### config.mk
export PLATFORM = sky130hd
export DESIGN_NAME = padding_module
export DESIGN_NICKNAME = d
export VERILOG_FILES = /design/src/rtl/sha3_pkg.sv /design/src/rtl/padding_module.sv
export SDC_FILE = /design/constraint.sdc
export NUM_CORES = 2
export LEC_CHECK = 0
export CAP_MARGIN = 20
export CORE_AREA = 2 2 476 478
export CTS_CLUSTER_DIAMETER = 60
export DETAILED_ROUTE_END_ITERATION = 6
export DIE_AREA = 0 0 478 480
export DONT_BUFFER_PORTS = 1
export GPL_TIMING_DRIVEN = 0
export PLACE_DENSITY = 0.36
export SLEW_MARGIN = 20
export SYNTH_ARGS = -nofsm -noshare
export SYNTH_HDL_FRONTEND = slang
export SYNTH_SLANG_ARGS = --single-unit
### constraint.sdc
create_clock -name CLK -period 51.9 [get_ports CLK]
set_clock_uncertainty 0.15 [all_clocks]
set_input_delay 10.38 -clock CLK [delete_from_list [all_inputs] [get_ports CLK]]
set_output_delay 10.38 -clock CLK [all_outputs]
set_load 0.02 [all_outputs]
### src/rtl/sha3_pkg.sv
// ----------------------------------------------------------------------------
// sha3_pkg
// Shared constants and types for the SHA-3 datapath blocks.
//   STATE_SIZE  : Keccak-f[1600] state width in bits
//   Z_WIDTH     : lane / input word width in bits
//   PAD_FIRST   : SHA-3 domain suffix byte (0x06) placed right after the message
//   PAD_LAST    : closing pad bit (0x80) placed in the last byte of the rate
//   pad_state_t : padding unit control states
//   clamp_bytes : limits a byte count to the 8 bytes a word can carry
// ----------------------------------------------------------------------------
package sha3_pkg;

    localparam int         STATE_SIZE = 1600;
    localparam int         Z_WIDTH    = 64;
    localparam logic [7:0] PAD_FIRST  = 8'h06;
    localparam logic [7:0] PAD_LAST   = 8'h80;

    typedef enum logic [2:0] {
        FILL      = 3'd0,
        SEND      = 3'd1,
        PAD_BLOCK = 3'd2,
        WAIT_PERM = 3'd3,
        WAIT_HASH = 3'd4
    } pad_state_t;

    function automatic logic [3:0] clamp_bytes(input logic [3:0] nbytes);
        return (nbytes > 4'd8) ? 4'd8 : nbytes;
    endfunction

endpackage

### src/rtl/padding_module.sv
// ----------------------------------------------------------------------------
// padding_module
// Collects 64-bit message words into one rate-sized block, applies SHA-3
// padding (0x06 ... 0x80) on the final word and hands each block to the
// permutation as a one-cycle strobe.
//
// Ports:
//   CLK, A_RST               clock, asynchronous active-high reset
//   CE                       clock enable, freezes all state when low
//   DATA_IN[0:63]            message word, byte j at [8j:8j+7]
//   DATA_VALID/LAST/BYTES    word qualifiers (BYTES used on the last word only)
//   DATA_READY               word accepted this cycle when DATA_VALID=1
//   PERMUTATION_PROCESSING   permutation busy, blocks the next strobe
//   HASH_VALID               digest ready, releases the unit after the last block
//   BLOCK_OUT[0:R-1]         registered padded block, byte k at [8k:8k+7]
//   BLOCK_VALID, BLOCK_LAST  block strobe and final-block qualifier
// ----------------------------------------------------------------------------
module padding_module
    import sha3_pkg::*;
#(
    parameter int R_BLOCK_SIZE = 1152
) (
    input  logic                    CLK,
    input  logic                    A_RST,
    input  logic                    CE,
    input  logic [0:63]             DATA_IN,
    input  logic                    DATA_VALID,
    input  logic                    DATA_LAST,
    input  logic [3:0]              DATA_BYTES,
    output logic                    DATA_READY,
    input  logic                    PERMUTATION_PROCESSING,
    input  logic                    HASH_VALID,
    output logic [0:R_BLOCK_SIZE-1] BLOCK_OUT,
    output logic                    BLOCK_VALID,
    output logic                    BLOCK_LAST
);

    localparam int BLOCK_BYTES = R_BLOCK_SIZE / 8;
    localparam int WORDS       = R_BLOCK_SIZE / Z_WIDTH;
    localparam int CNT_W       = (WORDS > 1) ? $clog2(WORDS) : 1;
    localparam logic [CNT_W-1:0] LAST_WORD = CNT_W'(WORDS - 1);

    pad_state_t              state_reg, state_next;
    logic [CNT_W-1:0]        word_cnt_reg, word_cnt_next;
    logic                    last_reg, last_next;
    logic                    pad_pending_reg, pad_pending_next;
    logic                    block_valid_reg, block_valid_next;
    logic                    block_last_reg, block_last_next;
    logic [0:R_BLOCK_SIZE-1] block_reg, block_next;

    logic                    accept;
    logic                    pad_now;
    logic                    clear_buf;
    logic                    load_pad;
    logic [3:0]              nbytes;
    logic [15:0]             pad_pos;

    assign DATA_READY  = (state_reg == FILL);
    assign BLOCK_OUT   = block_reg;
    assign BLOCK_VALID = block_valid_reg;
    assign BLOCK_LAST  = block_last_reg;

    assign accept  = CE && DATA_VALID && (state_reg == FILL);
    assign nbytes  = DATA_LAST ? clamp_bytes(DATA_BYTES) : 4'd8;
    // Byte position right after the message within the current block.
    assign pad_pos = 16'({word_cnt_reg, 3'b000}) + 16'(nbytes);
    // A pad_pos equal to the block size means the message filled the block
    // exactly, so the padding has to go into an extra block.
    assign pad_now = accept && DATA_LAST && (pad_pos < 16'(BLOCK_BYTES));

    // ------------------------------------------------------------------
    // Control: next state and flag updates
    // ------------------------------------------------------------------
    always_comb begin
        state_next       = state_reg;
        word_cnt_next    = word_cnt_reg;
        last_next        = last_reg;
        pad_pending_next = pad_pending_reg;
        block_valid_next = 1'b0;
        block_last_next  = 1'b0;
        clear_buf        = 1'b0;
        load_pad         = 1'b0;

        case (state_reg)
            FILL: begin
                if (accept) begin
                    if (DATA_LAST) begin
                        state_next = SEND;
                        if (pad_now) begin
                            last_next = 1'b1;
                        end else begin
                            pad_pending_next = 1'b1;
                        end
                    end else if (word_cnt_reg == LAST_WORD) begin
                        state_next = SEND;
                    end else begin
                        word_cnt_next = word_cnt_reg + 1'b1;
                    end
                end
            end

            SEND: begin
                if (!PERMUTATION_PROCESSING) begin
                    block_valid_next = 1'b1;
                    block_last_next  = last_reg;
                    if (pad_pending_reg) begin
                        pad_pending_next = 1'b0;
                        state_next       = PAD_BLOCK;
                    end else if (last_reg) begin
                        state_next = WAIT_HASH;
                    end else begin
                        state_next = WAIT_PERM;
                    end
                end
            end

            PAD_BLOCK: begin
                if (!PERMUTATION_PROCESSING) begin
                    load_pad   = 1'b1;
                    last_next  = 1'b1;
                    state_next = SEND;
                end
            end

            WAIT_PERM: begin
                if (!PERMUTATION_PROCESSING) begin
                    clear_buf     = 1'b1;
                    word_cnt_next = '0;
                    state_next    = FILL;
                end
            end

            WAIT_HASH: begin
                if (HASH_VALID) begin
                    clear_buf        = 1'b1;
                    word_cnt_next    = '0;
                    last_next        = 1'b0;
                    pad_pending_next = 1'b0;
                    state_next       = FILL;
                end
            end

            default: begin
                state_next = FILL;
            end
        endcase
    end

    // ------------------------------------------------------------------
    // Block buffer: one small update network per byte. The buffer is
    // always zero outside the words written so far, so the zero run of
    // the padding comes for free.
    // ------------------------------------------------------------------
    generate
        for (genvar gi = 0; gi < BLOCK_BYTES; gi++) begin : g_byte
            localparam int LANE = gi % 8;
            localparam int WIDX = gi / 8;
            localparam logic [7:0] PAD_INIT =
                ((gi == 0) ? PAD_FIRST : 8'h00) |
                ((gi == BLOCK_BYTES - 1) ? PAD_LAST : 8'h00);
            localparam logic IS_TAIL = (gi == BLOCK_BYTES - 1);

            logic [7:0] byte_next;

            always_comb begin
                byte_next = block_reg[8*gi +: 8];
                if (clear_buf) begin
                    byte_next = 8'h00;
                end else if (load_pad) begin
                    byte_next = PAD_INIT;
                end else if (accept) begin
                    if (word_cnt_reg == CNT_W'(WIDX)) begin
                        // Unused bytes of a short final word are zeroed.
                        byte_next = (4'(LANE) < nbytes) ? DATA_IN[8*LANE +: 8] : 8'h00;
                    end
                    if (pad_now && (pad_pos == 16'(gi))) begin
                        byte_next = byte_next | PAD_FIRST;
                    end
                    // OR rather than overwrite, so a message ending at the
                    // second-to-last byte yields 0x86 here.
                    if (pad_now && IS_TAIL) begin
                        byte_next = byte_next | PAD_LAST;
                    end
                end
            end

            assign block_next[8*gi +: 8] = byte_next;
        end
    endgenerate

    // ------------------------------------------------------------------
    // State registers
    // ------------------------------------------------------------------
    always_ff @(posedge CLK or posedge A_RST) begin
        if (A_RST) begin
            state_reg       <= FILL;
            word_cnt_reg    <= '0;
            last_reg        <= 1'b0;
            pad_pending_reg <= 1'b0;
            block_valid_reg <= 1'b0;
            block_last_reg  <= 1'b0;
            block_reg       <= '0;
        end else if (CE) begin
            state_reg       <= state_next;
            word_cnt_reg    <= word_cnt_next;
            last_reg        <= last_next;
            pad_pending_reg <= pad_pending_next;
            block_valid_reg <= block_valid_next;
            block_last_reg  <= block_last_next;
            block_reg       <= block_next;
        end
    end

endmodule

After elaboration in Yosys (flattened, before gate mapping)
Cells that the tools add are included.

Order comparisons: 10. Multipliers: 0. Divide/modulo/power cells: 0. Bitwise logic cells: 0. Multiplexer cells: 765. Reduce and logical (&&, ||, !) cells: 446. Shift operators: 0. Equal/unequal tests: 175. Add/subtract/negate cells: 2.

Operator list (number): $mux W8 (585); $eq A9 B7 Y1 const B (64); $reduce_bool A4 Y1 (143); $mux W3 (153); $reduce_and A3 Y1 (143); $eq A9 B6 Y1 const B (32); $logic_and A1 B1 Y1 (148); $eq A9 B5 Y1 const B (16); $eq A9 B8 Y1 const B (16); $eq A9 B4 Y1 const B (8); $eq A5 B4 Y1 const B (8); $eq A9 B3 Y1 const B (4); $reduce_and A7 Y1 (4); $mux W5 (5); $eq A5 B3 Y1 const B (4); $eq A9 B2 Y1 const B (2); $logic_not A16 Y1 (1); $lt A3 B4 Y1 const A (4); $ne A2 B2 Y1 const B (8); $mux W1 (15); $pmux W3 S5 (1); $pmux W5 S3 (1); $reduce_bool A3 Y1 (4); $eq A5 B2 Y1 const B (2); 20 further kinds (27).

Output and inout bits: 1155. Memories: 0. Bits in latches: 0. Register bits after elaboration: 1164. Bits of input ports: 75. RAM bits: 0. Memory bits (read-only): 0.

Depth between registers and ports, before layout
Depth after elaboration: 12. Depth in mapped cells: 13. Depth with buffers taken out: 9.

Worst setup path before layout
Ideal clock, no wire load.

Path kind: input to register. Start: in DATA_LAST. End: reg block_reg (netlist bit BLOCK_OUT[309]). Buffers on the path: 4. Cell stages on the path: 13. Arrival: 13.092 ns. Library setup time: 0.144 ns. Path slack: 38.514 ns. Required time: 51.606 ns. Path through: nor2b_1 inv_1 clkbuf_1 ha_1 ha_1 buf_2 xnor2_1 or2_2 clkbuf_1 or4_1 clkbuf_1 o211ai_1 o221ai_1.

Longest elaborated chain between the ends: 9. Elaborated cells between the ends (all ways): 16.

Ends and longest elaborated chain: start: declaration (RTL line padding_module.sv:28) `input logic DATA_LAST,`; $mux W4 (RTL line padding_module.sv:64) `assign nbytes = DATA_LAST ? clamp_bytes(DATA_BYTES) : 4'd8;`; $add A8 B4 Y9 (RTL line padding_module.sv:66) `assign pad_pos = 16'({word_cnt_reg, 3'b000}) + 16'(nbytes);`; $lt A9 B8 Y1 (RTL line padding_module.sv:69) `assign pad_now = accept && DATA_LAST && (pad_pos < 16'(BLOCK_BYTES));`; $logic_and A1 B1 Y1 (RTL line padding_module.sv:69); $logic_and A1 B1 Y1 (RTL line padding_module.sv:176) `if (pad_now && (pad_pos == 16'(gi))) begin`; $mux W3 (RTL line padding_module.sv:176); $mux W8 (RTL line padding_module.sv:171) `end else if (accept) begin`; $mux W8 (RTL line padding_module.sv:169) `end else if (load_pad) begin`; $mux W8 (RTL line padding_module.sv:167) `if (clear_buf) begin`; end signal: assignment (RTL line padding_module.sv:210) `block_reg <= block_next;`; end: declaration (RTL line padding_module.sv:49) `logic [0:R_BLOCK_SIZE-1] block_reg, block_next;`.

Several ways; a longest one is shown, not always the timed one. The select of a mux whose other input is x is not followed. A chain may end at the register's enable or synchronous reset.

Worst setup path in the final report
Start: in DATA_LAST. End: reg block_reg (netlist bit BLOCK_OUT[157]).

Same word-level chain as after synthesis.

==> run_results.csv <==
group,metric,value,unit
run_status,status,"finished, final reports clean",
placement,dp_slack,36070,ps
synthesis,synth.largest_area_cell,"dfrtp_1",
sta,post-route-worst-setup-slack,36730,ps
synthesis,ys_top_cells_by_area,"dfrtp_1, o21ai_0, nand2_1",
pwr,power.density,78.13,nW/um^2
synthesis,synth_most_common_cell,"dfrtp_1",
pwr,leakage,0.02416,uW
synthesis,netlist-cell-type-count,71,
hold_path,worstHoldPathType,"flip-flop to flip-flop",
setup_path,timing.rr.end,"BLOCK_OUT[1018]",
setup_path,crit_path_start_kind,"input pin",
drt,drcViolationCount,0,
clock_tree,clock_path_buffers,3,
cells_and_area,area_delta_synth_final,22.45,%
synthesis,yosys-top-cells-count,"dfrtp_1, nand2_1, o21ai_0",
clock_tree,clock_tree.root_cell,"clkbuf_16",
cells_and_area,layout-drive-gt1-share,9.901,%
global_routing,grt_max_degree,102,
sta,rsz0062_at_grt,"false",
placement,dpl.hpwl,240.6,mm
run,cap_viol_max_count,0,
sta,fmax,0.06593,GHz
synthesis,yosysTopAreaCellShare,63.73,%
hold_path,min_from,"pad_pending_reg",
floorplanning,core,224000,sq um
sta,fin_crit,15170,ps
synthesis,yosysWarnings,0,
sta,hold_ws,427.9,ps
cells_and_area,fill_cells,24124,
setup_path,rrSetupSlack,46990,ps
synthesis,yosysSeqAreaShare,63.73,%
synthesis,synth_edf_count,0,
global_routing,gr-total-overflow,0,
placement,io_buffer_count,0,
floorplanning,fp.dieW,478,um
cells_and_area,fin_util,24.98,%
cells_and_area,regArea,29130,sq um
synthesis,async_reset_ff_share,100.0,%
hold_path,hold_depth,2,
clock_tree,cts-htree-levels,4,
drt,drt_iter0_markers,3437,
floorplanning,pin_count,1230,
setup_path,worstPathMaxFanout,10,
setup_path,required,52430,ps
cells_and_area,multiInputGateArea,15120,sq um
floorplanning,die_y,480,um
drt,viasPerCell,4.975,
global_routing,antenna_found_initial,43,
clock_tree,numCtsBuffers,155,
drt,dr.pass1.iters,5,
global_routing,grt_pass1_wl,397.0,mm
synthesis,syn_area,45710,sq um
pwr,ir_drop,0.02861,mV
clock_tree,cts_resized,0,
cells_and_area,finalNetCount,4709,
drt,num_vias,38585,
placement,place_congestion,0.9204,
pwr,power.total,4373,uW
sta,slew_headroom,15.67,%
floorplanning,num_rows,174,
setup_path,r2r-start,"word_cnt_reg[4]",
clock_tree,clk_pin_slew,60,ps
floorplanning,die_area,229400,sq um
sta,worst_pin_slew,1254,ps
clock_tree,hold_buffers,0,
sta,slew_viol_final,0,
setup_path,critPathKind,"input pin to flip-flop",
sta,finalCritPeriodShare,29.23,%
clock_tree,cts_tree,"built",
hold_path,whs_endpoint,"pad_pending_reg",
floorplanning,initial_core_util,20.40,%
sta,finalSetupViolCount,0,
setup_path,cp-end-kind,"flip-flop",
cells_and_area,largest_reg_flops,1152,
setup_path,r2r_cells,11,
placement,dp_cells,7461,
drt,postRouteAntennaNets,0,
global_routing,grt_pass1_vias,37909,
synthesis,synthFlopType,"dfrtp_1",
cells_and_area,fin_cells,7756,
drt,routed_wl,306.1,mm
synthesis,synth_nets,4511,
synthesis,ys_ff_latch,1164,
synthesis,syn_inst,4429,
clock_tree,cts.sinks,1164,
clock_tree,cts_setup_buffers,0,
synthesis,syn_area_per_cell,10.32,sq um
setup_path,cp.arrival,15700,ps
clock_tree,insertion_delay,830,ps
sta,hold_viol,0,
drt,wire_per_inst,39.47,um
global_routing,grt_use_total,25.84,%
## worst max-delay path: stages
cell,delay (ps)
nor2b_1,660
inv_1,220
clkbuf_1,430
ha_1,460
ha_1,350
clkbuf_1,530
clkbuf_1,670
buf_1,770
o2111ai_1,480
clkbuf_1,430
o221ai_1,280
## routing by layer
metal | up-vias | share of wire (%) | wire length (um) | track usage (%)
met4 | 6 | 4.6 | 14180 | 10.79
li1 | 16046 | - | - | -
met1 | 20147 | 36 | 110500 | 28.54
met5 | - | 0.012 | 37 | 0
met2 | 1972 | 48 | 146700 | 43.20
met3 | 414 | 11 | 34720 | 11.33
## where the power goes
part           switching, uW  total (uW)  internal, uW
combinational            649         908           259
clock                    468        1120           650
sequential              1050        2350          1300
## per-stage QoR
step                area, sq um  setup TNS, ps
CTS                       55900              0
global placement          49450       -8685420
detailed placement        50590              0
global route              55930              0
finish                    55970              0
floorplan                 45710              0
## layout make-up
| type | count | share of cell area [%] |
|---|---|---|
| flip-flops and latches | 1164 | 52.05 |
| plain buffers | 394 | 2.967 |
| diodes | 17 | 0.07601 |
| clock buffers | 215 | 7.907 |
| multi-input cells | 2858 | 27.02 |
| inverters | 13 | 0.1006 |
| clock inverters | 62 | 1.578 |
| well taps | 2992 | 6.689 |
| repair buffers | 41 | 1.612 |
## cells in the final DEF (no fill, tap or decap), drive strengths merged, types with 48 or more instances in the layout
master | synthesis | final
o22ai | 99 | 99
a21oi | 48 | 48
buf | 95 | 136
o211ai | 90 | 90
clkbuf | 299 | 514
a22o | 109 | 109
nand2 | 1053 | 1053
nand3 | 57 | 57
dfrtp | 1164 | 1164
o21ai | 897 | 897
nor2 | 66 | 66
## worst max-delay path by stage
| stage | start | cells after the start | endpoint |
|---|---|---|---|
| after floorplan | A_RST | 1 | BLOCK_LAST |
| after global placement | A_RST | 1 | BLOCK_OUT[814] |
| after global routing | DATA_LAST | 11 | BLOCK_OUT[157] |
| after detailed placement | DATA_LAST | 11 | BLOCK_OUT[157] |
| after CTS | DATA_LAST | 11 | BLOCK_OUT[157] |
| final | DATA_LAST | 11 | BLOCK_OUT[157] |
## kinds of logic after synthesis
kind of cell | synth area share [%]
AOI/OAI and AO/OA | 19.91
and+or+nand+nor | 12.26
DFF | 63.73
buffers and inverters | 3.575
muxes | 0.3011
adders and majority gates | 0.1916
xor gates and xnor gates | 0.03833
No activity file was read; power rests on OpenSTA's default activity.
